--- config.mk ---
export PLATFORM = sky130hd
export DESIGN_NAME = ysyx_25060170_seq
export DESIGN_NICKNAME = d
export VERILOG_FILES = /design/src/rtl/ysyx_25060170_seq.sv
export SDC_FILE = /design/constraint.sdc
export NUM_CORES = 1
export LEC_CHECK = 0
export ABC_AREA = 1
export CAP_MARGIN = 20
export CORE_ASPECT_RATIO = 0.6
export CORE_UTILIZATION = 30
export CTS_BUF_LIST = sky130_fd_sc_hd__clkbuf_16
export DETAILED_ROUTE_END_ITERATION = 10
export HOLD_SLACK_MARGIN = 0.03
export PLACE_DENSITY = 0.68
export SLEW_MARGIN = 20
export SYNTH_ARGS = -nofsm -noshare
export SYNTH_HDL_FRONTEND = slang
export SYNTH_SLANG_ARGS = --single-unit
--- constraint.sdc ---
create_clock -name clk -period 3.3 [get_ports clk]
set_clock_uncertainty 0.2 [all_clocks]
set_input_delay 0.33 -clock clk [delete_from_list [all_inputs] [get_ports clk]]
set_output_delay 0.33 -clock clk [all_outputs]
set_load 0.02 [all_outputs]
--- src/rtl/ysyx_25060170_seq.sv ---
// Multi-cycle core sequencer: owns the PC, handshakes with fetch, data memory and writeback.
// Optional bus wait timeout is enabled by defining YSYX_25060170_SEQ_BUS_TIMEOUT_EN.
module ysyx_25060170_seq #(
  parameter int unsigned     XLEN           = 32,
  parameter logic [XLEN-1:0] RESET_PC       = 32'h8000_0000,
  parameter int unsigned     TIMEOUT_CYCLES = 16
) (
  input  logic            clk,
  input  logic            rst,
  output logic            ifu_req_valid,
  output logic [XLEN-1:0] ifu_req_addr,
  input  logic            ifu_req_ready,
  input  logic            ifu_rsp_valid,
  input  logic [31:0]     ifu_rsp_inst,
  input  logic            ifu_rsp_err,
  output logic [31:0]     inst_o,
  input  logic            is_load_i,
  input  logic            is_store_i,
  input  logic            jump_en_i,
  input  logic [XLEN-1:0] jump_addr_i,
  input  logic            halt_i,
  output logic            lsu_req_valid,
  input  logic            lsu_req_ready,
  input  logic            lsu_rsp_valid,
  input  logic            lsu_rsp_err,
  output logic            wb_en_o,
  output logic [XLEN-1:0] pc_o,
  output logic            commit_o,
  output logic            halted_o,
  output logic            fault_o,
  output logic [XLEN-1:0] fault_pc_o
);

  if (TIMEOUT_CYCLES < 1) begin : g_bad_timeout
    $error("TIMEOUT_CYCLES must be at least 1");
  end

  typedef enum logic [2:0] {
    S_FETCH_REQ,
    S_FETCH_WAIT,
    S_EXEC,
    S_MEM_REQ,
    S_MEM_WAIT,
    S_WB,
    S_HALT,
    S_FAULT
  } state_e;

  state_e          state_q,     state_d;
  logic [XLEN-1:0] pc_q,        pc_d;
  logic [31:0]     inst_q,      inst_d;
  logic            jump_en_q,   jump_en_d;
  logic [XLEN-1:0] jump_addr_q, jump_addr_d;
  logic            store_q,     store_d;
  logic [XLEN-1:0] fault_pc_q,  fault_pc_d;

`ifdef YSYX_25060170_SEQ_BUS_TIMEOUT_EN
  localparam int unsigned TMO_W = $clog2(TIMEOUT_CYCLES + 1);
  localparam logic [TMO_W-1:0] TMO_LAST = TMO_W'(TIMEOUT_CYCLES - 1);
  logic [TMO_W-1:0] tmo_q, tmo_d;
`endif

  always_comb begin
    state_d     = state_q;
    pc_d        = pc_q;
    inst_d      = inst_q;
    jump_en_d   = jump_en_q;
    jump_addr_d = jump_addr_q;
    store_d     = store_q;
    fault_pc_d  = fault_pc_q;

    unique case (state_q)
      S_FETCH_REQ: begin
        if (ifu_req_ready) state_d = S_FETCH_WAIT;
      end
      S_FETCH_WAIT: begin
        if (ifu_rsp_valid) begin
          if (ifu_rsp_err) begin
            state_d = S_FAULT;
          end else begin
            inst_d  = ifu_rsp_inst;
            state_d = S_EXEC;
          end
        end
      end
      S_EXEC: begin
        jump_en_d   = jump_en_i;
        jump_addr_d = jump_addr_i;
        store_d     = is_store_i;
        if (halt_i)                        state_d = S_HALT;
        else if (is_load_i || is_store_i)  state_d = S_MEM_REQ;
        else                               state_d = S_WB;
      end
      S_MEM_REQ: begin
        if (lsu_req_ready) state_d = S_MEM_WAIT;
      end
      S_MEM_WAIT: begin
        if (lsu_rsp_valid) state_d = lsu_rsp_err ? S_FAULT : S_WB;
      end
      S_WB: begin
        pc_d    = jump_en_q ? jump_addr_q : pc_q + XLEN'(4);
        state_d = S_FETCH_REQ;
      end
      S_HALT:  state_d = S_HALT;
      S_FAULT: state_d = S_FAULT;
      default: state_d = S_FETCH_REQ;
    endcase

`ifdef YSYX_25060170_SEQ_BUS_TIMEOUT_EN
    // Counter only advances while parked in a wait state; a response on the expiry cycle wins.
    tmo_d = '0;
    if ((state_q == S_FETCH_WAIT && !ifu_rsp_valid) ||
        (state_q == S_MEM_WAIT   && !lsu_rsp_valid)) begin
      if (tmo_q == TMO_LAST) state_d = S_FAULT;
      else                   tmo_d   = tmo_q + 1'b1;
    end
`endif

    // PC only moves in WB, so the current PC is the faulting instruction's PC.
    if (state_d == S_FAULT && state_q != S_FAULT) fault_pc_d = pc_q;
  end

  always_ff @(posedge clk or negedge rst) begin
    if (!rst) begin
      state_q     <= S_FETCH_REQ;
      pc_q        <= RESET_PC;
      inst_q      <= '0;
      jump_en_q   <= 1'b0;
      jump_addr_q <= '0;
      store_q     <= 1'b0;
      fault_pc_q  <= '0;
    end else begin
      state_q     <= state_d;
      pc_q        <= pc_d;
      inst_q      <= inst_d;
      jump_en_q   <= jump_en_d;
      jump_addr_q <= jump_addr_d;
      store_q     <= store_d;
      fault_pc_q  <= fault_pc_d;
    end
  end

`ifdef YSYX_25060170_SEQ_BUS_TIMEOUT_EN
  always_ff @(posedge clk or negedge rst) begin
    if (!rst) tmo_q <= '0;
    else      tmo_q <= tmo_d;
  end
`endif

  assign ifu_req_valid = (state_q == S_FETCH_REQ);
  assign ifu_req_addr  = pc_q;
  assign inst_o        = inst_q;
  assign lsu_req_valid = (state_q == S_MEM_REQ);
  assign commit_o      = (state_q == S_WB);
  assign wb_en_o       = (state_q == S_WB) && !store_q;
  assign pc_o          = pc_q;
  assign halted_o      = (state_q == S_HALT);
  assign fault_o       = (state_q == S_FAULT);
  assign fault_pc_o    = fault_pc_q;

endmodule

==> results.json, run 1 <==
{
  "cellLeakagePower_nw": 4.19,
  "end_kind": "primary output",
  "mostFrequentLayoutCells": "267 x nand2_1, 208 x clkdlybuf4s50_1, 132 x dfrtp_1, 62 x nor2_1, 49 x inv_1",
  "clk_latency_ns": 0.42,
  "hpwl_um": 15700,
  "setup_violations": 0,
  "cts.root.buffer_cell": "clkbuf_16",
  "total_power_mw": 10.2,
  "cp_num_buf_inv": 2,
  "start_kind": "register",
  "yosysSeqAreaShare_pct": 50.3,
  "slew_viol_final": 0,
  "hold_ws_ns": 0.211,
  "hold_violations": 0,
  "numCtsBuffers": 17,
  "ant_nets": 0,
  "via_count": 6010,
  "area_growth_pct": 40.5,
  "cts_tree": "done",
  "critPathKind": "register to primary output",
  "ir_drop_mv": 0.388,
  "slowest_delay_ns": 0.68,
  "drc": 0,
  "crit_required_ns": 2.77,
  "wirelength_um": 21400,
  "dieWidth_um": 194,
  "ys_types": 34,
  "final_nets": 1042,
  "rsz0062_at_grt": "no",
  "cts-htree-levels": 4,
  "routed_via_density": 4.78,
  "die_area_um2": 22700,
  "gp_congestion": 0.898,
  "powerDensity_nw_per_um2": 1100,
  "crit_family": "buffers and inverters",
  "worstMarginPinSlew_ns": 0.615,
  "crit_slowest_cell": "clkdlybuf4s50_1",
  "grt_pass1_vias": 5792,
  "yosys_warnings": 0,
  "wl_per_cell_um": 17.0,
  "postSynthCellCount": 792,
  "cts_buffer_depth": 2,
  "io_buffers": 209,
  "status": "finished, final reports clean",
  "gr-total-overflow": 0,
  "finalCritPeriodShare_pct": 84.1,
  "grt_pass1_wl_um": 33300,
  "io_pins": 210,
  "crit_fanout": 24,
  "fin_crit_ns": 2.78,
  "tns_ns": 0,
  "crit_arrival_ns": 2.25,
  "cts_sinks": 133,
  "dieHeight_um": 117,
  "firstDrtPassIters": 7,
  "syn_area_um2": 6620,
  "drt_iter0_markers": 493,
  "diodes": 0,
  "crit_chain": "nand2_2 -> nor2_4 -> buf_4 -> clkdlybuf4s50_1",
  "initial_core_util_pct": 31.0,
  "placementRows": 41,
  "slew_headroom_pct": 58.8,
  "path_clk_slew_ns": 0.06,
  "hold_path.class": "primary input to async pin",
  "utilization_pct": 43.6,
  "layout-drive-gt1-share_pct": 9.82,
  "grt_antenna_before_repair": 0,
  "clock.fmax_mhz": 360,
  "grtUsageTotal_pct": 19.5,
  "grt_max_degree": 91,
  "cts_resized": 0,
  "core_um2": 21300,
  "avgSynthCellArea_um2": 8.36,
  "final_common_cell": "nand2_1",
  "syn-num-nets": 869,
  "max-cap-violations": 0,
  "ys_ff_latch": 133
}
==> through the flow <==
stage          cell area [µm²]  std cells  worst slack, ns
4_1_cts                   9310       1257            0.529
3_3_place_gp              8730       1224            0.807
5_1_grt                   9310       1257            0.463
3_5_place_dp              8730       1224            0.764
2_1_floorplan             6620        792             1.21
6_report                  9310       1257            0.523
==> path summary, 6_finish.rpt <==
kind	start	to	slack [ns]	cells after the start
setup / recovery	state_q[0]	commit_o	0.52	4
hold / removal	rst	jump_addr_q[16]	0.21	2
setup reg to reg	state_q[0]	fault_pc_o[14]	0.86	9
hold reg to reg	fault_pc_o[20]	fault_pc_o[20]	0.27	2
max in group asynchronous	rst	fault_pc_o[16]	1.81	3
min in group clk	jump_addr_i[6]	jump_addr_q[6]	0.25	3
==> flip-flops by register name, summed over array words and instances (netlist names) <==
name,cells
store_q,1
state_q,3
jump_en_q,1
inst_o,32
ifu_req_addr,32
fault_pc_o,32
jump_addr_q,32
==> cells in the mapped netlist (all sizes together) <==
library cell | count | area share (%)
mux2 | 32 | 5.4
ha | 1 | 0.19
clkbuf | 12 | 0.68
clkinv | 1 | 0.057
nor3 | 6 | 0.45
buf | 54 | 5.7
nand4 | 34 | 3.2
o21ai | 40 | 3.0
o21bai | 1 | 0.11
xnor2 | 2 | 0.26
o211ai | 4 | 0.45
a211oi | 1 | 0.11
nand3 | 38 | 3.2
xor2 | 4 | 0.53
nand2 | 270 | 15
dfstp | 1 | 0.40
dfrtp | 132 | 50
nand3b | 6 | 0.68
inv | 52 | 2.9
nor2 | 72 | 5.0
a21oi | 26 | 2.0
o22ai | 1 | 0.095
or2 | 2 | 0.19
==> cell families after synthesis <==
kind of cell,Yosys count,synth area share [%]
and+or+nand+nor,428,28.1
DFF,133,50.3
buffers and inverters,119,9.39
AOI/OAI and AO/OA,73,5.76
muxes,32,5.44
xor gates and xnor gates,6,0.794
adders and majority gates,1,0.189
==> area by class of cell <==
type,instances,area [µm²]
fill,2122,12000
clock inverter,15,141
inverter,53,199
multi-input combinational,540,2670
sequential,133,3330
clock buffer,17,425
tap,279,349
timing repair buffer,220,2190
==> worst register-to-register path, stage by stage (launching register included) <==
cell and delay (ns):
dfrtp_1 0.49, inv_1 0.17, nand3_1 0.12, o21ai_0 0.20
inv_1 0.08, nand3_2 0.07, buf_4 0.36, nand3_4 0.39
nand2_1 0.19, nand2_1 0.06
==> routing by layer <==
metal  track usage [%]  routed length [µm]
met3              6.36                2120
met2              28.7                9070
met1              27.8               10100
met4              4.11                  86
met5                 0                   0
==> where the power goes <==
| part | leakage [nW] | internal [mW] | total, mW | switching, mW |
|---|---|---|---|---|
| Combinational | 2.29 | 2.14 | 5.13 | 2.98 |
| Clock | 0.277 | 1.10 | 1.85 | 0.746 |
| Sequential | 1.62 | 2.42 | 3.25 | 0.836 |
==> what timing repair did <==
action / in CTS / in global routing
hold endpoints to repair: 43 / 0
hold buffers: 1 / 0
buffers inserted: 0 / 0
No activity file was read; power rests on OpenSTA's default activity.
==> run 2, diff against run 1 <==
PLACE_DENSITY = 0.7   (was 0.68)
clock period = 2.3 ns   (was 3.3 ns; I/O delays follow)
==> results.json, run 2 (synthesized netlist as in run 1, its figures left out) <==
{
  "crit_family": "buffers and inverters",
  "clk_latency_ns": 0.43,
  "initial_core_util_pct": 31.0,
  "drt_iter0_markers": 513,
  "cellLeakagePower_nw": 4.36,
  "hold_path.class": "primary input to async pin",
  "slew_viol_final": 0,
  "grt_pass1_vias": 5808,
  "start_kind": "register",
  "grt_max_degree": 48,
  "final_nets": 1067,
  "fin_ws_ns": 0.121,
  "drc": 0,
  "firstDrtPassIters": 5,
  "finalCritPeriodShare_pct": 94.8,
  "crit_fanout": 8,
  "crit_chain": "clkdlybuf4s50_1",
  "placed_cell_area_um2": 8920,
  "r2r_cells": 10,
  "area_growth_pct": 43.7,
  "fin_crit_ns": 2.18,
  "place_ws_ns": 0.0667,
  "wirelength_um": 22100,
  "r2r_slack_ns": 0.15,
  "numCtsBuffers": 17,
  "clock.fmax_mhz": 459,
  "cts_buffer_depth": 2,
  "crit_arrival_ns": 1.75,
  "slowest_delay_ns": 0.71,
  "wl_per_cell_um": 17.2,
  "critPathKind": "register to primary output",
  "total_power_mw": 15.1,
  "placementRows": 41,
  "io_buffers": 209,
  "worstMarginPinSlew_ns": 0.490,
  "ir_drop_mv": 0.616,
  "max-cap-violations": 0,
  "die_area_um2": 22700,
  "cts_sinks": 133,
  "final_cell_area_um2": 9520,
  "ant_nets": 0,
  "cts_tree": "done",
  "io_pins": 210,
  "grt_antenna_before_repair": 0,
  "dieHeight_um": 117,
  "routed_via_density": 4.80,
  "r2r-end": "fault_pc_o[7]",
  "powerDensity_nw_per_um2": 1580,
  "via_count": 6138,
  "grt_pass1_wl_um": 33700,
  "cts.root.buffer_cell": "clkbuf_16",
  "layout-drive-gt1-share_pct": 11.8,
  "crit_required_ns": 1.87,
  "end_kind": "primary output",
  "gr-total-overflow": 0,
  "dieWidth_um": 194,
  "hold_violations": 0,
  "mostFrequentLayoutCells": "267 x nand2_1, 202 x clkdlybuf4s50_1, 130 x dfrtp_1, 61 x nor2_1, 52 x inv_1",
  "core_um2": 21300,
  "setup_violations": 0,
  "cp_num_buf_inv": 1,
  "slew_headroom_pct": 67.3,
  "gp_congestion": 0.921,
  "grtUsageTotal_pct": 19.9,
  "status": "finished, final reports clean",
  "cts-htree-levels": 4,
  "r2r_start": "state_q[2]",
  "diodes": 0,
  "final_common_cell": "nand2_1",
  "hpwl_um": 16600,
  "path_clk_slew_ns": 0.06,
  "crit_slowest_cell": "clkdlybuf4s50_1"
}
-- run 2: changes by cell type in the layout (fill, tap and decap cells not counted), moves of 2 or more --
cell             previous run  this run
buf_12                      1         3
buf_4                       9        29
buf_6                       1         3
clkdlybuf4s50_1           208       202
clkinv_2                    5         2
clkinv_4                    3         0
clkinvlp_4                  3         0
dfrtp_1                   132       130
dfrtp_2                     0         2
dlygate4sd2_1               0         4
inv_1                      49        52
-- run 2: report_power, final --
| part | total [mW] | internal [mW] | switching, mW |
|---|---|---|---|
| Combinational | 7.87 | 3.31 | 4.56 |
| Clock | 2.64 | 1.65 | 0.987 |
| Sequential | 4.57 | 3.48 | 1.09 |
| Total | 15.1 | 8.43 | 6.63 |
-- run 2: timing repair --
| action | 4_1_cts | 5_1_grt |
|---|---|---|
| pin swaps | 0 | 1 |
| resized for setup | 6 | 9 |
| gates cloned | 0 | 1 |
| hold buffers | 1 | 0 |
| buffers inserted | 0 | 2 |
| endpoints found under the setup margin | 5 | 37 |
| hold endpoints to repair | 133 | 0 |
-- run 2: metal layers --
layer	track usage, %	wire (µm)
met4	4.91	228
met2	28.2	9190
met5	0	0
met3	6.56	2290
met1	28.9	10300
-- run 2: cell type report --
| class | instances | area [µm²] |
|---|---|---|
| fill | 2117 | 11800 |
| inverter | 53 | 199 |
| clock inverter | 12 | 126 |
| multi-input combinational | 541 | 2690 |
| timing repair buffer | 244 | 2400 |
| sequential | 133 | 3330 |
| tap | 279 | 349 |
| clock buffer | 17 | 425 |
-- run 2: worst max path at each step --
stage / end / start / depth (start not counted) / slack (ns)
after floorplan: fault_pc_o[2] / state_q[1] / 8 / 0.21
after global placement: fault_pc_o[27] / is_store_i / 9 / 0.12
after global routing: ifu_req_addr[12] / state_q[1] / 9 / -0.01
after CTS: lsu_req_valid / state_q[1] / 4 / 0.03
after detailed placement: fault_pc_o[7] / is_store_i / 9 / 0.07
final: ifu_req_addr[27] / ifu_req_addr[27] / 1 / 0.12
-- run 2: metrics by stage --
step | setup TNS, ns | utilization (%) | cells | hold slack [ns]
finish | 0 | 44.6 | 1279 | 0.129
global route | -0.0119 | 44.6 | 1279 | 0.137
CTS | 0 | 44.4 | 1276 | 0.127
detailed placement | 0 | 41.8 | 1246 | 0.00709
global placement | 0 | 41.8 | 1246 | -0.000200
floorplan | 0 | - | 792 | -0.266
